===== src/rtl/multiword_add_seq.sv =====
// Multi-word adder: one N-bit ripple adder reused over WORDS cycles, LSB chunk first.
// Define WADD_OVF_EN to add the registered signed-overflow output ovf.
module multiword_add_seq #(
  parameter int unsigned N     = 32,
  parameter int unsigned WORDS = 4
) (
  input  logic                 clk,
  input  logic                 rst_n,
  input  logic                 in_valid,
  output logic                 in_ready,
  input  logic [N*WORDS-1:0]   a,
  input  logic [N*WORDS-1:0]   b,
  input  logic                 cin,
  output logic                 out_valid,
  input  logic                 out_ready,
  output logic [N*WORDS-1:0]   sum,
  output logic                 cout
`ifdef WADD_OVF_EN
  ,
  output logic                 ovf
`endif
);

  localparam int unsigned W    = N * WORDS;
  localparam int unsigned CntW = (WORDS > 1) ? $clog2(WORDS) : 1;
  localparam logic [CntW-1:0] LastCnt = CntW'(WORDS - 1);

  typedef enum logic [1:0] {StIdle, StCalc, StDone} state_e;

  state_e          state_q, state_d;
  logic [W-1:0]    a_sh_q, a_sh_d;
  logic [W-1:0]    b_sh_q, b_sh_d;
  logic [W-1:0]    sum_q, sum_d;
  logic            carry_q, carry_d;
  logic            cout_q, cout_d;
  logic [CntW-1:0] cnt_q, cnt_d;
`ifdef WADD_OVF_EN
  logic            a_msb_q, a_msb_d;
  logic            b_msb_q, b_msb_d;
  logic            ovf_q, ovf_d;
`endif

  logic [N-1:0]    add_s;
  logic            add_co;
  logic [W+N-1:0]  sum_cat;

  // Single N-bit ripple adder on the low chunk of the operand shift registers.
  always_comb begin
    logic [N:0] c;
    c     = '0;
    c[0]  = carry_q;
    add_s = '0;
    for (int i = 0; i < N; i++) begin
      add_s[i] = a_sh_q[i] ^ b_sh_q[i] ^ c[i];
      c[i+1]   = (a_sh_q[i] & b_sh_q[i]) | (c[i] & (a_sh_q[i] ^ b_sh_q[i]));
    end
    add_co = c[N];
  end

  // New chunk enters at the MSB end; after WORDS shifts the result is aligned.
  assign sum_cat = {add_s, sum_q};

  always_comb begin
    state_d   = state_q;
    a_sh_d    = a_sh_q;
    b_sh_d    = b_sh_q;
    sum_d     = sum_q;
    carry_d   = carry_q;
    cout_d    = cout_q;
    cnt_d     = cnt_q;
`ifdef WADD_OVF_EN
    a_msb_d   = a_msb_q;
    b_msb_d   = b_msb_q;
    ovf_d     = ovf_q;
`endif
    in_ready  = (state_q == StIdle);
    out_valid = (state_q == StDone);

    case (state_q)
      StIdle: begin
        if (in_valid) begin
          state_d = StCalc;
          a_sh_d  = a;
          b_sh_d  = b;
          carry_d = cin;
          cnt_d   = '0;
`ifdef WADD_OVF_EN
          a_msb_d = a[W-1];
          b_msb_d = b[W-1];
`endif
        end
      end
      StCalc: begin
        sum_d   = sum_cat[W+N-1:N];
        carry_d = add_co;
        a_sh_d  = a_sh_q >> N;
        b_sh_d  = b_sh_q >> N;
        cnt_d   = cnt_q + 1'b1;
        if (cnt_q == LastCnt) begin
          state_d = StDone;
          cout_d  = add_co;
`ifdef WADD_OVF_EN
          ovf_d   = (a_msb_q == b_msb_q) & (add_s[N-1] != a_msb_q);
`endif
        end
      end
      StDone: begin
        if (out_ready) state_d = StIdle;
      end
      default: state_d = StIdle;
    endcase
  end

  always_ff @(posedge clk) begin
    if (!rst_n) begin
      state_q <= StIdle;
      a_sh_q  <= '0;
      b_sh_q  <= '0;
      sum_q   <= '0;
      carry_q <= 1'b0;
      cout_q  <= 1'b0;
      cnt_q   <= '0;
`ifdef WADD_OVF_EN
      a_msb_q <= 1'b0;
      b_msb_q <= 1'b0;
      ovf_q   <= 1'b0;
`endif
    end else begin
      state_q <= state_d;
      a_sh_q  <= a_sh_d;
      b_sh_q  <= b_sh_d;
      sum_q   <= sum_d;
      carry_q <= carry_d;
      cout_q  <= cout_d;
      cnt_q   <= cnt_d;
`ifdef WADD_OVF_EN
      a_msb_q <= a_msb_d;
      b_msb_q <= b_msb_d;
      ovf_q   <= ovf_d;
`endif
    end
  end

  assign sum  = sum_q;
  assign cout = cout_q;
`ifdef WADD_OVF_EN
  assign ovf  = ovf_q;
`endif

endmodule


===== config.mk =====
export PLATFORM = sky130hd
export DESIGN_NAME = multiword_add_seq
export DESIGN_NICKNAME = d
export VERILOG_FILES = /design/src/rtl/multiword_add_seq.sv
export SDC_FILE = /design/constraint.sdc
export NUM_CORES = 1
export LEC_CHECK = 0
export BUFFER_PORTS_ARGS = -buffer_cell sky130_fd_sc_hd__buf_2
export CAP_MARGIN = 10
export CELL_PAD_IN_SITES_DETAIL_PLACEMENT = 1
export CELL_PAD_IN_SITES_GLOBAL_PLACEMENT = 1
export CORE_ASPECT_RATIO = 1.25
export CORE_MARGIN = 2
export CORE_UTILIZATION = 40
export CTS_BUF_LIST = sky130_fd_sc_hd__clkbuf_8 sky130_fd_sc_hd__clkbuf_16
export CTS_CLUSTER_DIAMETER = 80
export CTS_CLUSTER_SIZE = 8
export DETAILED_ROUTE_END_ITERATION = 8
export MAX_ROUTING_LAYER = met4
export PLACE_DENSITY = 0.84
export SYNTH_ARGS = -nofsm -noshare
export SYNTH_HDL_FRONTEND = slang
export SYNTH_SLANG_ARGS = --single-unit

===== constraint.sdc =====
create_clock -name clk -period 14.8 [get_ports clk]
set_input_delay 2.96 -clock clk [delete_from_list [all_inputs] [get_ports clk]]
set_output_delay 2.96 -clock clk [all_outputs]
set_load 0.1 [all_outputs]

==> results.json <==
{
  "cp-start-kind": "flip-flop",
  "max_slew.worst_pin.slew_ns": 1.18,
  "ys_seq_area_share_pct": 51.3,
  "ctsResizeCount": 0,
  "worst_path_max_delay_cell": "fa_1",
  "async_flop_share_pct": 0,
  "crit_type": "flip-flop to flip-flop",
  "drc": 0,
  "num-fill-cells": 4279,
  "synth.most_common_cell": "dfxtp_1",
  "ys_ff_latch": 390,
  "firstDrtPassIters": 5,
  "netlist_area_sq_mm": 0.0152,
  "drtAntennaViolNets": 0,
  "cp_max_fo": 2,
  "relSlewSlack_pct": 21.7,
  "final_nets": 2111,
  "cp.required_ns": 15.31,
  "die-area_sq_mm": 0.0397,
  "synth_top_area_share_pct": 51.3,
  "area_growth_pct": 22.1,
  "clk_pin_slew_ns": 0.05,
  "dp.final_hpwl_mm": 33.8,
  "die-width_um": 179,
  "ys.warnings.count": 0,
  "seqPwrFrac_pct": 45.2,
  "ctsHoldBuffers": 0,
  "synth_edf_count": 0,
  "die_y_um": 222,
  "core_area_sq_mm": 0.0374,
  "via_per_inst": 5.40,
  "grt_max_degree": 123,
  "rsz0062_at_grt": "no",
  "ir_drop_mv": 0.0907,
  "grt-ovfl-total": 0,
  "crit_arrival_ns": 13.92,
  "synth_nets": 1783,
  "p_int_mw": 1.88,
  "period_minus_slack_ns": 13.41,
  "root_buffer": "clkbuf_16",
  "gp_congestion": 0.818,
  "ys_top_cells_by_area": "dfxtp_1 51%, mux2i_1 7.9%, o2bb2ai_1 6.9%",
  "cts_tree": "built",
  "hold_class": "flip-flop to flip-flop",
  "drv_slew": 0,
  "clkPwrFrac_pct": 41.5,
  "combPwrFrac_pct": 13.2,
  "netlist_instances": 1489,
  "drt_wl_total_mm": 48.8,
  "drv_cap": 0,
  "max_freq_mhz": 74.6,
  "status": "finished clean",
  "syn_area_per_cell_sq_um": 10.2,
  "antenna_found_initial": 22,
  "p_leak_nw": 7.70,
  "ys.flop_type": "dfxtp_1",
  "cts_max_level": 2,
  "post_cts_buffers": 0,
  "first_global_vias": 13300,
  "holdWs_ns": 0.461,
  "critPathMaxStageDelay_ns": 0.47,
  "yosysTopAreaCell": "dfxtp_1",
  "clockBufferDepth": 3,
  "drive_gt1_share_pct": 25.7,
  "wl_per_cell_um": 21.0,
  "switching_share_pct": 27.5,
  "synth_cell_type_count": 30,
  "clk_latency_ns": 0.56,
  "setup_viol": 0,
  "grt_pass1_wl_mm": 74.6,
  "num_vias": 12600,
  "port_buffers": 391,
  "initial_utilization_pct": 40.8,
  "hold_violations": 0,
  "synth_commonest_cells": "390 x dfxtp_1, 258 x nand2_1, 120 x mux2i_1, 120 x o2bb2ai_1, 107 x a21boi_0",
  "rows": 79,
  "final.setup.tns_ns": 0,
  "grt_usage_pct": 24.8,
  "cts_buffers": 54,
  "power.net_switching_uw": 713,
  "worstSetupEndpointType": "flip-flop",
  "p_per_area_mw_per_mm2": 140,
  "crit_top_cell": "fa_1",
  "cts_sinks": 390,
  "fin_crit_sh_pct": 90.6,
  "fin_skew_ns": 0.00800,
  "io_pins": 392,
  "drt-initial-drc-count": 759
}
[sequential cells by signal (all words and copies together), names as in the netlist]
register	cells
sum	128
carry_q	1
cout	1
b_sh_q	128
a_sh_q	128
state_q	2
cnt_q	2
[cells by family (layout without fill, tap and decap cells)]
group | after synthesis | in the layout | share of synthesized area (%)
flip-flops | 390 | 390 | 51.3
multiplexers | 120 | 120 | 7.89
adder cells (fa/ha/maj) | 33 | 33 | 4.29
AO/OA/AOI/OAI | 465 | 465 | 22.6
AND/OR/NAND/NOR | 341 | 341 | 8.57
buffers and inverters | 140 | 470 | 5.34
other | 0 | 22 | 0
[per-layer routing]
metal | part of all wire (%) | global-route usage [%] | up-vias | wire length (um)
met1 | 40 | 28.0 | 6107 | 19700
met2 | 51 | 42.4 | 390 | 25100
met5 | 0 | - | - | 0
li1 | - | - | 5952 | -
met4 | 3.9 | 11.7 | 0 | 1890
met3 | 4.5 | 4.15 | 111 | 2200
[area by class of cell]
cell class | count | area, sq um | area share, %
Timing Repair Buffer | 403 | 2050 | 11.0
Sequential cell | 390 | 7810 | 42.0
Tap cell | 486 | 608 | 3.27
Antenna cell | 22 | 55.1 | 0.296
Clock inverter | 2 | 12.5 | 0.0673
Multi-Input combinational cell | 959 | 6640 | 35.7
Inverter | 9 | 33.8 | 0.182
Clock buffer | 56 | 1390 | 7.47
[critical path, delay by kind of cell, from the launching register on]
kind | cells | cell delay, ns
simple gates | 1 | 0.08
fa+ha+maj | 32 | 12.58
compound gates | 1 | 0.15
buf+inv | 3 | 0.21
flops | 1 | 0.32
[power by group through the flow]
stage / combinational, mW / sequential (mW) / clock, mW
5_1_grt: 0.373 / 1.18 / 1.15
2_1_floorplan: 0.181 / 1.24 / 0
3_3_place_gp: 0.336 / 1.19 / 0
3_5_place_dp: 0.344 / 1.19 / 0
4_1_cts: 0.346 / 1.17 / 1.11
6_report: 0.344 / 1.17 / 1.08
[stage by stage]
step                      setup WS (ns)  utilization [%]  power (mW)  instances  cell area, sq um
after CTS                          1.40             49.6        2.63       2305             18500
after global routing              0.980             49.8        2.70       2327             18600
after global placement             1.74             45.9        1.53       2247             17100
final                              1.39             49.8        2.60       2327             18600
after detailed placement           1.46             45.9        1.54       2247             17100
after floorplan                    2.16                -        1.43       1489             15200
[cell usage in the layout (no fill, tap or decap)]
master / netlist / routed
inv_6: 0 / 1
nor2_1: 75 / 75
o22ai_1: 74 / 74
fa_1: 32 / 32
buf_6: 7 / 1
nand2_1: 258 / 257
a21oi_1: 1 / 1
o21ai_0: 75 / 75
o2bb2ai_1: 120 / 120
ha_1: 1 / 1
buf_4: 9 / 12
clkbuf_8: 0 / 1
and2_1: 1 / 1
mux2i_1: 120 / 120
o211a_1: 2 / 2
nor2b_4: 0 / 2
nand2b_4: 0 / 1
a32o_1: 1 / 1
buf_2: 62 / 390
a21boi_1: 19 / 19
a22oi_1: 1 / 1
clkbuf_16: 0 / 55
o21ba_2: 1 / 1
a21boi_0: 107 / 107
nor2b_1: 3 / 2
a22o_1: 64 / 64
or3b_2: 0 / 1
inv_1: 9 / 10
dfxtp_4: 0 / 1
and3_2: 0 / 1
diode_2: 0 / 22
dfxtp_1: 390 / 389
nand2_4: 0 / 1
[final timing paths]
path	startpoint	to	slack, ns	cells after the start
worst min register to register	b_sh_q[77]	b_sh_q[77]	0.46	1
worst max-delay path	a_sh_q[0]	sum[127]	1.39	37
worst min-delay path	b_sh_q[77]	b_sh_q[77]	0.46	1
worst max register to register	a_sh_q[0]	sum[127]	1.39	37
(Power assumes the default switching activity.)
